===== config.mk =====
export PLATFORM = sky130hd
export DESIGN_NAME = flex_counter_bank
export DESIGN_NICKNAME = d
export VERILOG_FILES = /design/src/rtl/flex_counter_bank_pkg.sv /design/src/rtl/flex_bank_channel.sv /design/src/rtl/flex_counter_bank.sv
export SDC_FILE = /design/constraint.sdc
export NUM_CORES = 1
export LEC_CHECK = 0
export CAP_MARGIN = 20
export CORE_ASPECT_RATIO = 1.5
export CORE_MARGIN = 3
export CORE_UTILIZATION = 53
export CTS_CLUSTER_SIZE = 12
export DETAILED_ROUTE_END_ITERATION = 10
export MAX_ROUTING_LAYER = met4
export PLACE_DENSITY = 0.84
export SLEW_MARGIN = 20
export SYNTH_ARGS = -nofsm -noshare
export SYNTH_HDL_FRONTEND = slang
export SYNTH_SLANG_ARGS = --single-unit

===== constraint.sdc =====
create_clock -name clk -period 3.4 [get_ports clk]
set_clock_uncertainty 0.05 [all_clocks]
set_input_delay 1.02 -clock clk [delete_from_list [all_inputs] [get_ports clk]]
set_output_delay 1.02 -clock clk [all_outputs]
set_load 0.02 [all_outputs]

===== src/rtl/flex_counter_bank_pkg.sv =====
// flex_counter_bank_pkg: shared direction type and default sizing for the counter bank
package flex_counter_bank_pkg;
    typedef enum logic {DIR_UP = 1'b0, DIR_DOWN = 1'b1} dir_t;
    localparam int DEF_SIZE = 8;
    localparam int DEF_NUM_CH = 4;
endpackage


===== src/rtl/flex_bank_channel.sv =====
// flex_bank_channel: one up/down counter with terminal flags and a wrap strobe for cascading
module flex_bank_channel
    import flex_counter_bank_pkg::*;
#(
    parameter int SIZE = DEF_SIZE
) (
    input  logic            clk,
    input  logic            n_rst,
    input  logic            clear,
    input  logic            enable,
    input  dir_t            dir,
    input  logic            load,
    input  logic [SIZE-1:0] load_val,
    input  logic [SIZE-1:0] rollover_val,
    output logic [SIZE-1:0] count,
    output logic            rollover_flag,
    output logic            underflow_flag,
    output logic            wrap
);
    logic            at_term;
    logic [SIZE-1:0] next_count;

    // next count by priority clear > load > enable > hold; wrap marks a terminal step
    always_comb begin
        at_term = (dir == DIR_DOWN) ? (count <= SIZE'(1)) : (count >= rollover_val);
        wrap = enable & ~clear & ~load & at_term;
        next_count = clear ? '0 :
                     load ? load_val :
                     !enable ? count :
                     (dir == DIR_DOWN) ? (at_term ? rollover_val : count - SIZE'(1)) :
                     (at_term ? SIZE'(1) : count + SIZE'(1));
    end

    // register count and the flags derived from the value being loaded into it
    always_ff @(posedge clk or negedge n_rst) begin
        if (!n_rst) begin
            count <= '0;
            rollover_flag <= 1'b0;
            underflow_flag <= 1'b0;
        end else begin
            count <= next_count;
            rollover_flag <= !clear && dir == DIR_UP && rollover_val != '0 && next_count == rollover_val;
            underflow_flag <= !clear && dir == DIR_DOWN && next_count == SIZE'(1);
        end
    end
endmodule


===== src/rtl/flex_counter_bank.sv =====
// flex_counter_bank: bank of NUM_CH counters, optionally cascaded; FLEX_COUNTER_BANK_SNAPSHOT_EN adds a count snapshot
module flex_counter_bank
    import flex_counter_bank_pkg::*;
#(
    parameter int SIZE = DEF_SIZE,
    parameter int NUM_CH = DEF_NUM_CH,
    parameter int CASCADE = 0
) (
    input  logic                       clk,
    input  logic                       n_rst,
    input  logic [NUM_CH-1:0]          clear,
    input  logic [NUM_CH-1:0]          count_enable,
    input  logic [NUM_CH-1:0]          count_down,
    input  logic [NUM_CH-1:0]          load,
    input  logic [NUM_CH-1:0][SIZE-1:0] load_val,
    input  logic [NUM_CH-1:0][SIZE-1:0] rollover_val,
`ifdef FLEX_COUNTER_BANK_SNAPSHOT_EN
    input  logic                       snap,
    output logic [NUM_CH-1:0][SIZE-1:0] snap_count,
    output logic                       snap_valid,
`endif
    output logic [NUM_CH-1:0][SIZE-1:0] count_out,
    output logic [NUM_CH-1:0]          rollover_flag,
    output logic [NUM_CH-1:0]          underflow_flag
);
    logic [NUM_CH-1:0] wrap;
    logic [NUM_CH-1:0] en;
    logic              unused_wrap;

    assign unused_wrap = ^wrap;

    for (genvar i = 0; i < NUM_CH; i++) begin : g_ch
        if (CASCADE != 0 && i > 0) begin : g_casc
            assign en[i] = count_enable[i] & wrap[i-1];
        end else begin : g_ind
            assign en[i] = count_enable[i];
        end
        flex_bank_channel #(.SIZE(SIZE)) u_ch (
            .clk(clk),
            .n_rst(n_rst),
            .clear(clear[i]),
            .enable(en[i]),
            .dir(dir_t'(count_down[i])),
            .load(load[i]),
            .load_val(load_val[i]),
            .rollover_val(rollover_val[i]),
            .count(count_out[i]),
            .rollover_flag(rollover_flag[i]),
            .underflow_flag(underflow_flag[i]),
            .wrap(wrap[i])
        );
    end

`ifdef FLEX_COUNTER_BANK_SNAPSHOT_EN
    // capture all counts on snap and pulse snap_valid for one cycle
    always_ff @(posedge clk or negedge n_rst) begin
        if (!n_rst) begin
            snap_count <= '0;
            snap_valid <= 1'b0;
        end else begin
            snap_count <= snap ? count_out : snap_count;
            snap_valid <= snap;
        end
    end
`endif
endmodule


==> run summary, run 1 <==
XOR/XNOR Fraction of Synth Area: 0.0589
MaxCap Viol Count: 0
Pwr Density: 287 nW/um^2
Relative slew margins: 0.379
hold crit path type: in -> async
Most used DFF post-synth: dfrtp_1
clock sinks: 40
Post-CTS Hold Fix Bufs: 0
#FFs+latches synth: 40
Crit Path Max Fanout: 4
mux cell area share after synthesis: 0.0196
count of final hold-check violations: 0
global-route usage over all layers: 0.414
synth top area cells: dfrtp_1, ha_1, a21oi_1
post-route setup slack: -189 ps
CTS root buf: clkbuf_16
Synth Instances: 795
CP delay by family, top: compound AO/OA/AOI/OAI gates
Leak: 4.22 nW
Unique masters post-synth: 77
largest family of logic cells by synthesized area: compound AO/OA/AOI/OAI gates
Worst Path Buf+Inv: 3
total nets after synthesis: 921
GPL Wtd Cong: 1.11
arrival time worst endpoint: 3720 ps
# diodes: 0
Die Width: 91.4 microns
share of flip-flops with an asynchronous set or reset: 1.00
vias in the first global route: 8202
Setup crit start kind: input port
DR vias: 8924
htree depth: 2
pre-CTS setup slack: -650 ps
clk slew on worst S/H paths: 80 ps
Tot Pwr: 2.76 mW
final net count: 1201
commonest non-fill, non-tap cell in the layout: buf_4
initial antenna violation count: 0
Post-Route WL: 31500 microns
DIE HEIGHT: 134 microns
most frequent cells in the layout: buf_4, clkdlybuf4s50_1, nand2_1, nor2_1, a21oi_1
EDFF count, synth: 0
Area Growth Syn to Fin: 65.7%
Avg Synthesized Cell Area: 7.29 sq um
# setup viols final: 4
adder-cell share of the synthesized area: 0.0949
measured slew at the worst slew-check pin: 931 ps
Synth Area in Compound Gates: 0.293
initial core utilization: 0.545
failing checks: design-rule violations, negative setup slack
Post-DP Area: 8340 sq um
min Tclk post-route: 3590 ps
fin crit share: 1.06
total gr overflow: 0
post-synthesis simple-gate area fraction: 0.278
largest net degree at the start of global routing: 41
Worst-Skew Late Latency: 300 ps
Seq/Total Area, Yosys: 0.173
CTS Buf Count: 5
CP peak stage delay: 600 ps
max-slew violations: 0
first-pass GRT wire length: 40200 microns
Syn. warnings: 0
PortBufs: 121
# DRC: 8
Core Util, Final: 0.903
wire per inst: 25.9 microns
share of layout cells above drive strength 1: 0.336
Peak VDD IR: 285 uV
Antenna Nets Post-Route: 0
Worst path slowest cell: a21oi_1
status: finished with violations
Final Instance Area: 9610 sq um
maximum clock insertion buffer count: 2
post-synth top area cell: dfrtp_1
Core Footprint: 10600 sq um
Crit Path Category: in -> reg
Detail Placement HPWL: 18100 microns
Iter 0 DRT Violations: 1382
synthesized cell area: 5800 sq um
CTS tree: done
crit path cell chain: dlymetal6s2s_1 -> inv_2 -> ha_4 -> a21oi_1 -> o21ai_4 -> a211o_4 -> o21ai_0 -> buf_4 -> o21a_1 -> nor3_2 -> nor4bb_4
Req. time, crit path: 3530 ps
Fmax: 279 MHz
row count: 46
Pre-antenna DRT Iters: 11
die area: 12300 sq um
Vias/cell: 7.31
IO Pins: 122
Yosys top cell area share: 0.173
Critical Path End Type: flop
-- path summary, 6_finish.rpt --
| path | startpoint | to | slack (ps) | cells after the start |
|---|---|---|---|---|
| worst max-delay path | rollover_val[13] | g_ch[1].u_ch.underflow_flag$_DFF_PN0_ | -190 | 11 |
| worst min register to register | g_ch[2].u_ch.count[6]$_DFF_PN0_ | g_ch[2].u_ch.count[6]$_DFF_PN0_ | 950 | 2 |
| worst max register to register | g_ch[1].u_ch.count[0]$_DFF_PN0_ | g_ch[1].u_ch.underflow_flag$_DFF_PN0_ | -90 | 9 |
| worst min-delay path | n_rst | g_ch[0].u_ch.count[0]$_DFF_PN0_ | 800 | 1 |
| max in group asynchronous | n_rst | g_ch[2].u_ch.count[0]$_DFF_PN0_ | 1890 | 1 |
| min in group clk | g_ch[2].u_ch.count[6]$_DFF_PN0_ | g_ch[2].u_ch.count[6]$_DFF_PN0_ | 950 | 2 |
-- per-layer routing --
metal | track usage | routed length [microns]
met5 | - | 0
met4 | 0.296 | 3520
met3 | 0.0752 | 4290
met2 | 0.669 | 14000
met1 | 0.456 | 9690
-- where the power goes --
group	internal, mW	total, mW	leakage (nW)	switching, mW
Clock	0.345	0.559	0.0798	0.213
Combinational	0.732	1.62	3.61	0.888
Sequential	0.508	0.585	0.529	0.0771
-- worst register-to-register path, delay by kind of cell, from the launching register on --
kind / cells / cell delay, ps
and+or+nand+nor: 4 / 1280
AOI/OAI and AO/OA: 3 / 1050
DFF: 1 / 550
adders and majority gates: 1 / 310
buffers and inverters: 1 / 130
-- cell usage after synthesis (all sizes together), types with 18 or more instances --
master,number
nand3,22
nor4,19
a21oi,58
ha,44
xnor2,26
nor2b,18
clkbuf,37
nor2,58
nand2,60
o21ai,43
inv,61
dfrtp,40
nor3,24
-- logic make-up (layout without fill, tap and decap cells) --
group | after synthesis | count (layout)
AND/OR/NAND/NOR | 298 | 298
AO/OA/AOI/OAI | 248 | 248
buffers and inverters | 115 | 396
adder cells (fa/ha/maj) | 44 | 44
flip-flops | 40 | 40
XOR/XNOR | 39 | 39
multiplexers | 11 | 11
-- timing repair --
item / in CTS / in global routing
setup buffers: 15 / 11
gates resized for setup: 86 / 124
pin swaps: 45 / 56
hold endpoints to repair: 0 / 0
endpoints found under the setup margin: 12 / 13
-- metrics by stage --
| step | cells | hold slack [ps] | setup TNS [ps] |
|---|---|---|---|
| global route | 1220 | 874 | -993 |
| detailed placement | 1188 | 760 | -6870 |
| CTS | 1209 | 842 | 0 |
| global placement | 1188 | 731 | -5300 |
| finish | 1220 | 802 | -534 |
| floorplan | 795 | 674 | 0 |
-- final cells by class --
| type | instances | area, sq um |
|---|---|---|
| clock buffers | 5 | 125 |
| clock inverters | 3 | 42.5 |
| fillers | 466 | 1040 |
| inverters | 61 | 229 |
| multi-input cells | 640 | 5200 |
| flip-flops and latches | 40 | 1000 |
| well taps | 144 | 180 |
| repair buffers | 327 | 2840 |
-- state kept, by name (all words and copies together) (netlist names) --
| register | count |
|---|---|
| g_ch.u_ch.underflow_flag | 4 |
| g_ch.u_ch.rollover_flag | 4 |
| g_ch.u_ch.count | 32 |
Power figures use the tool's default switching activity.
==> run 2, diff against run 1 <==
CTS_CLUSTER_DIAMETER = 200   (was unset)
==> results of run 2 <==
Same layout as run 1: the final DEF is identical, and so are final timing and power.
